==> config.mk <==
export PLATFORM = sky130hd
export DESIGN_NAME = io_port_bank
export DESIGN_NICKNAME = d
export VERILOG_FILES = /design/src/rtl/io_port_bank.sv
export SDC_FILE = /design/constraint.sdc
export NUM_CORES = 1
export LEC_CHECK = 0
export CAP_MARGIN = 30
export CORE_MARGIN = 3
export CORE_UTILIZATION = 40
export CTS_BUF_LIST = sky130_fd_sc_hd__clkbuf_2 sky130_fd_sc_hd__clkbuf_4 sky130_fd_sc_hd__clkbuf_8
export DETAILED_ROUTE_END_ITERATION = 12
export PLACE_DENSITY = 0.66
export REMOVE_ABC_BUFFERS = 1
export SLEW_MARGIN = 10
export SYNTH_ARGS = -nofsm -noshare
export SYNTH_HDL_FRONTEND = slang
export SYNTH_SLANG_ARGS = --single-unit
==> constraint.sdc <==
create_clock -name clk_i -period 6.19 [get_ports clk_i]
set_clock_uncertainty 0.2 [all_clocks]
set_input_delay 0.619 -clock clk_i [delete_from_list [all_inputs] [get_ports clk_i]]
set_output_delay 0.619 -clock clk_i [all_outputs]
set_load 0.01 [all_outputs]
==> src/rtl/io_port_bank.sv <==
// io_port_bank: memory-mapped bank of NUM_PORTS input and NUM_PORTS output ports of
// DATA_W bits on the CPU load/store bus.
//
// Features:
//   - 2-flop synchroniser on every input port
//   - output write strobes and output readback
//   - per-port change-detect pending flags with a maskable interrupt
//
// Address map (full ADDR_W compare, priority OUT > IN > CTRL):
//   OUT_BASE  + i : output port i (read returns the current output value)
//   IN_BASE   + i : input port i, synchronised (read only)
//   CTRL_BASE + k : pending flags for ports [k*DATA_W +: DATA_W], write 1 to clear
//   CTRL_BASE+8+k : interrupt mask for the same ports
//   anything else : reads return 0, writes are ignored
//
// Ports:
//   clk_i, rst_i      clock and synchronous active-high reset
//   addr_i            bus address
//   wdata_i, we_i     write data and write enable
//   re_i              read enable
//   rdata_o, rvalid_o registered read data, valid for one cycle, one cycle after re_i
//   port_in_i         asynchronous inputs, port i at [i*DATA_W +: DATA_W]
//   port_out_o        registered outputs, same packing
//   out_strobe_o      one-cycle pulse per port, aligned with its new output value
//   irq_o             registered OR of (pending & mask)
module io_port_bank #(
  parameter int unsigned       DATA_W    = 8,
  parameter int unsigned       ADDR_W    = 8,
  parameter int unsigned       NUM_PORTS = 16,
  parameter logic [ADDR_W-1:0] OUT_BASE  = 8'hE0,
  parameter logic [ADDR_W-1:0] IN_BASE   = 8'hF0,
  parameter logic [ADDR_W-1:0] CTRL_BASE = 8'hD0
) (
  input  logic                        clk_i,
  input  logic                        rst_i,
  input  logic [ADDR_W-1:0]           addr_i,
  input  logic [DATA_W-1:0]           wdata_i,
  input  logic                        we_i,
  input  logic                        re_i,
  output logic [DATA_W-1:0]           rdata_o,
  output logic                        rvalid_o,
  input  logic [NUM_PORTS*DATA_W-1:0] port_in_i,
  output logic [NUM_PORTS*DATA_W-1:0] port_out_o,
  output logic [NUM_PORTS-1:0]        out_strobe_o,
  output logic                        irq_o
);

  localparam int unsigned FB = (NUM_PORTS + DATA_W - 1) / DATA_W;
  localparam int unsigned PW = FB * DATA_W;
  localparam int unsigned NB = NUM_PORTS * DATA_W;

  localparam logic [ADDR_W-1:0] NumPortsA = ADDR_W'(NUM_PORTS);
  localparam logic [ADDR_W-1:0] FbA       = ADDR_W'(FB);
  localparam logic [ADDR_W-1:0] MaskOffA  = ADDR_W'(8);

  logic [NB-1:0]       port_out_q, port_out_d;
  logic [NUM_PORTS-1:0] strobe_q, strobe_d;
  logic [NB-1:0]       s1_q, s2_q, prev_q, prev_d;
  logic [PW-1:0]       pend_q, pend_d, mask_q, mask_d;
  logic [1:0]          settle_q, settle_d;
  logic [DATA_W-1:0]   rdata_q, rd_val;
  logic                rvalid_q, irq_q;

  // Address decode
  logic [ADDR_W-1:0] out_off, in_off, ctl_off, msk_off;
  logic              out_hit, in_hit, pnd_hit, msk_hit;

  assign out_off = addr_i - OUT_BASE;
  assign in_off  = addr_i - IN_BASE;
  assign ctl_off = addr_i - CTRL_BASE;
  assign msk_off = ctl_off - MaskOffA;

  assign out_hit = (out_off < NumPortsA);
  assign in_hit  = !out_hit && (in_off < NumPortsA);
  assign pnd_hit = !out_hit && !in_hit && (ctl_off < FbA);
  assign msk_hit = !out_hit && !in_hit && (ctl_off >= MaskOffA) && (msk_off < FbA);

  // Flag bits that correspond to real ports; padding bits stay zero.
  logic [PW-1:0] valid_m;
  logic [PW-1:0] chg;
  always_comb begin
    valid_m = '0;
    chg     = '0;
    for (int i = 0; i < NUM_PORTS; i++) begin
      valid_m[i] = 1'b1;
      chg[i]     = (s2_q[i*DATA_W +: DATA_W] != prev_q[i*DATA_W +: DATA_W]);
    end
  end

  logic          settling;
  logic [PW-1:0] pnd_clr;
  assign settling = (settle_q != 2'd0);

  always_comb begin
    port_out_d = port_out_q;
    strobe_d   = '0;
    mask_d     = mask_q;
    pnd_clr    = '0;
    if (we_i) begin
      for (int i = 0; i < NUM_PORTS; i++) begin
        if (out_hit && out_off == ADDR_W'(i)) begin
          port_out_d[i*DATA_W +: DATA_W] = wdata_i;
          strobe_d[i]                    = 1'b1;
        end
      end
      for (int k = 0; k < FB; k++) begin
        if (pnd_hit && ctl_off == ADDR_W'(k)) pnd_clr[k*DATA_W +: DATA_W] = wdata_i;
        if (msk_hit && msk_off == ADDR_W'(k)) mask_d[k*DATA_W +: DATA_W] = wdata_i;
      end
    end
    mask_d = mask_d & valid_m;

    // A new change on the same edge as a clear wins.
    pend_d = (pend_q & ~pnd_clr) | (settling ? '0 : chg);

    // While settling, prev follows the value s2 takes at this edge so that the first
    // enabled compare sees no difference for inputs that were static through reset.
    prev_d   = settling ? s1_q : s2_q;
    settle_d = settling ? settle_q - 2'd1 : settle_q;
  end

  // Read mux; uses pre-edge state so a same-cycle write is not visible yet.
  always_comb begin
    rd_val = '0;
    if (out_hit) begin
      for (int i = 0; i < NUM_PORTS; i++)
        if (out_off == ADDR_W'(i)) rd_val = port_out_q[i*DATA_W +: DATA_W];
    end else if (in_hit) begin
      for (int i = 0; i < NUM_PORTS; i++)
        if (in_off == ADDR_W'(i)) rd_val = s2_q[i*DATA_W +: DATA_W];
    end else if (pnd_hit) begin
      for (int k = 0; k < FB; k++)
        if (ctl_off == ADDR_W'(k)) rd_val = pend_q[k*DATA_W +: DATA_W];
    end else if (msk_hit) begin
      for (int k = 0; k < FB; k++)
        if (msk_off == ADDR_W'(k)) rd_val = mask_q[k*DATA_W +: DATA_W];
    end
  end

  always_ff @(posedge clk_i) begin
    if (rst_i) begin
      port_out_q <= '0;
      strobe_q   <= '0;
      s1_q       <= '0;
      s2_q       <= '0;
      prev_q     <= '0;
      pend_q     <= '0;
      mask_q     <= '0;
      settle_q   <= 2'd2;
      rdata_q    <= '0;
      rvalid_q   <= 1'b0;
      irq_q      <= 1'b0;
    end else begin
      port_out_q <= port_out_d;
      strobe_q   <= strobe_d;
      s1_q       <= port_in_i;
      s2_q       <= s1_q;
      prev_q     <= prev_d;
      pend_q     <= pend_d;
      mask_q     <= mask_d;
      settle_q   <= settle_d;
      rvalid_q   <= re_i;
      if (re_i) rdata_q <= rd_val;
      irq_q      <= |(pend_q & mask_q);
    end
  end

  assign port_out_o   = port_out_q;
  assign out_strobe_o = strobe_q;
  assign rdata_o      = rdata_q;
  assign rvalid_o     = rvalid_q;
  assign irq_o        = irq_q;

endmodule

==> flow_summary.json <==
{
  "cts_tree": "done",
  "holdWs_ns": 0.246,
  "num_vias": 18340,
  "place_congestion": 0.981,
  "ant_nets": 0,
  "crit_type": "in2reg",
  "drive_above_1_share_pct": 9.58,
  "placeableCoreArea_um2": 55700,
  "period_share_pct": 59.5,
  "rows": 86,
  "cts_made_buffers": 92,
  "synth_area_um2": 22800,
  "synthSimpleGateAreaFrac_pct": 18.8,
  "setup-tns-final_ns": 0,
  "p_per_area_nw_per_um2": 307,
  "crit_chain": "clkdlybuf4s50_1 -> buf_4 -> nand2b_1 -> nor3_1 -> nand2_1 -> a211oi_1 -> a211oi_1 -> a211oi_1 -> o32ai_1",
  "busiest_layer": "met2",
  "final_cells": 3462,
  "routedWlPerCell_um": 21.2,
  "cts_sinks": 572,
  "grt_max_degree": 236,
  "fp.dieArea_um2": 60000,
  "grt_pass1_vias": 18276,
  "use_met1_pct": 30.1,
  "setup_viol": 0,
  "rsz0062_at_grt": "no",
  "holdBufCountCts": 0,
  "worst_pin_slew_ns": 1.12,
  "met2_usage_pct": 39.3,
  "layout_commonest_cell": "dfxtp_1",
  "end_kind": "register",
  "status": "complete, no violations",
  "yosys.area_share.xor_xnor_pct": 5.21,
  "cts-root-buf": "clkbuf_8",
  "grt_overflow": 0,
  "slew_violations": 0,
  "diodes": 0,
  "max_cap_violations": 0,
  "ys.flop_type": "dfxtp_1",
  "synth_cell_type_count": 76,
  "die_h_um": 245,
  "cts_buffer_depth": 3,
  "drt_iter0_drc": 1441,
  "drtPass1Iterations": 7,
  "post-cts-setup-buffers": 0,
  "use_met3_pct": 4.92,
  "final_cell_mix": "572 x dfxtp_1, 297 x clkdlybuf4s50_1, 272 x nor2_1, 262 x nor2b_1, 250 x mux2i_1",
  "cp.required_ns": 6.56,
  "grt_antenna_before_repair": 1,
  "start_kind": "input port",
  "synth_compound_area_share_pct": 9.56,
  "syn_inst": 2366,
  "dpl.hpwl_um": 52800,
  "fin_ws_ns": 2.51,
  "crit_arrival_ns": 4.06,
  "start_util_pct": 41.0,
  "cp_max_fo": 13,
  "vdd.ir_drop.worst_mv": 0.140,
  "cp_slowest_stage_delay_ns": 0.85,
  "hold_viol": 0,
  "slowest_stage": "nor3_1",
  "dp_slack_ns": 1.92,
  "synthAdderAreaFrac_pct": 0.603,
  "ios": 302,
  "crit_path_frequent_cell": "a211oi_1",
  "cts.repair.resized": 0,
  "hp-class": "in2reg",
  "synth_edf_count": 0,
  "slew-limit-headroom_pct": 25.4,
  "synth_seq_cells": 572,
  "yosysSeqAreaShare_pct": 50.1,
  "path_clk_slew_ns": 0.06,
  "synth_async_sr_flop_share_pct": 0,
  "synthMuxAreaShare_pct": 12.6,
  "clk-insertion-delay-late_ns": 0.69,
  "drc": 0,
  "grt_pass1_wl_um": 110000,
  "via_per_inst": 5.30,
  "syn_to_final_growth_pct": 25.0,
  "synth_top_family_by_area": "simple AND/OR/NAND/NOR gates",
  "fp.dieW_um": 245,
  "nets": 2802,
  "p_leak_nw": 10.3,
  "fmax_mhz": 271,
  "post-place-cells": 3295,
  "syn_area_per_cell_um2": 9.65,
  "io_buffers": 301,
  "fin_util_pct": 51.2,
  "gr-usage-all-layers_pct": 24.0,
  "min_period_ns": 3.68,
  "yosysWarnings": 0,
  "htree_levels": 3,
  "wl_um": 73500
}
-- final cells by class --
type	instances	area, µm²
clock buffers	149	1910
clock inverters	16	169
fillers	5191	27200
inverters	21	78.8
multi-input cells	1618	10700
flip-flops and latches	572	11500
well taps	748	936
repair buffers	338	3310
-- cell usage after synthesis (3+ instances only) --
cell type	count	area share, %
a2111oi_0	5	0.19
buf_1	24	0.39
ha_1	11	0.60
a221oi_1	12	0.46
o21bai_1	9	0.30
a211oi_1	15	0.49
inv_1	21	0.35
o221ai_1	8	0.31
dfxtp_1	572	50
or2_2	3	0.082
nor3_4	6	0.43
nor4_1	9	0.25
a31oi_1	9	0.25
nand2_1	155	2.5
a221o_1	4	0.18
buf_2	36	0.79
clkbuf_1	93	1.5
nand3_1	24	0.53
mux4_2	6	0.59
o2111ai_1	3	0.12
mux2i_1	250	11
nor3_1	25	0.55
nor3_2	4	0.18
xor2_1	4	0.15
o211ai_1	10	0.33
xnor2_1	130	5.0
a21oi_1	114	2.5
nand4_1	36	0.99
a22oi_1	14	0.46
and3_1	7	0.19
o22ai_1	20	0.55
nor2_1	272	4.5
nand2b_1	8	0.22
o32ai_1	4	0.15
a311oi_1	4	0.15
nor2_4	4	0.20
o21ai_0	91	2.0
mux2_2	21	1.0
and2_1	8	0.22
a22o_1	4	0.15
nor2b_1	262	7.2
-- worst paths after layout --
path / start / endpoint / slack, ns / depth (start not counted)
setup reg to reg: settle_q[0]$_SDFFE_PP0N_ / pend_q[14]$_SDFF_PP0_ / 3.50 / 5
hold reg to reg: s1_q[88]$_SDFF_PP0_ / s2_q[88]$_SDFF_PP0_ / 0.25 / 1
hold / removal: rst_i / s1_q[29]$_SDFF_PP0_ / 0.25 / 2
setup / recovery: addr_i[3] / rdata_o[3]$_SDFFE_PP0P_ / 2.51 / 9
-- layer usage --
metal	vias up	wire length (µm)	share of wire (%)
met2	814	33800	46
met5	-	13	0.018
li1	8627	-	-
met3	176	5670	7.7
met1	8721	30600	42
met4	2	3430	4.7
-- cell families (layout without fill, tap and decap cells) --
family                   after synthesis  after routing
flip-flops                           572            572
AND/OR/NAND/NOR                      844            844
XOR/XNOR                             135            135
multiplexers                         277            277
AO/OA/AOI/OAI                        351            351
adder cells (fa/ha/maj)               11             11
buffers and inverters                176            524
-- flip-flops by register name, summed over array words and instances (netlist names) --
register and count:
port_out_o 128, mask_q 16, rdata_o 8, pend_q 16, s2_q 128, rvalid_o 1
out_strobe_o 16, settle_q 2, prev_q 128, s1_q 128, irq_o 1
-- stage by stage --
stage	cell area [µm²]	power, mW
after floorplan	22200	4.92
after global placement	26400	5.25
after detailed placement	26400	5.28
after CTS	28500	8.85
after global routing	28500	9.12
final	28500	8.76
-- report_power, final --
group,switching (mW),leakage (nW),total (mW),internal [mW]
registers,0.153,4.69,4.04,3.89
clock network,1.48,1.10,3.56,2.08
logic,0.630,4.55,1.16,0.527
-- worst max-delay path: cells and delay by family --
kind | cells | cell delay (ns)
buffers and inverters | 2 | 1.07
AO/OA/AOI/OAI | 4 | 1.07
AND/OR/NAND/NOR | 3 | 1.29
Note: power is estimated with default switching activity, not from simulation.
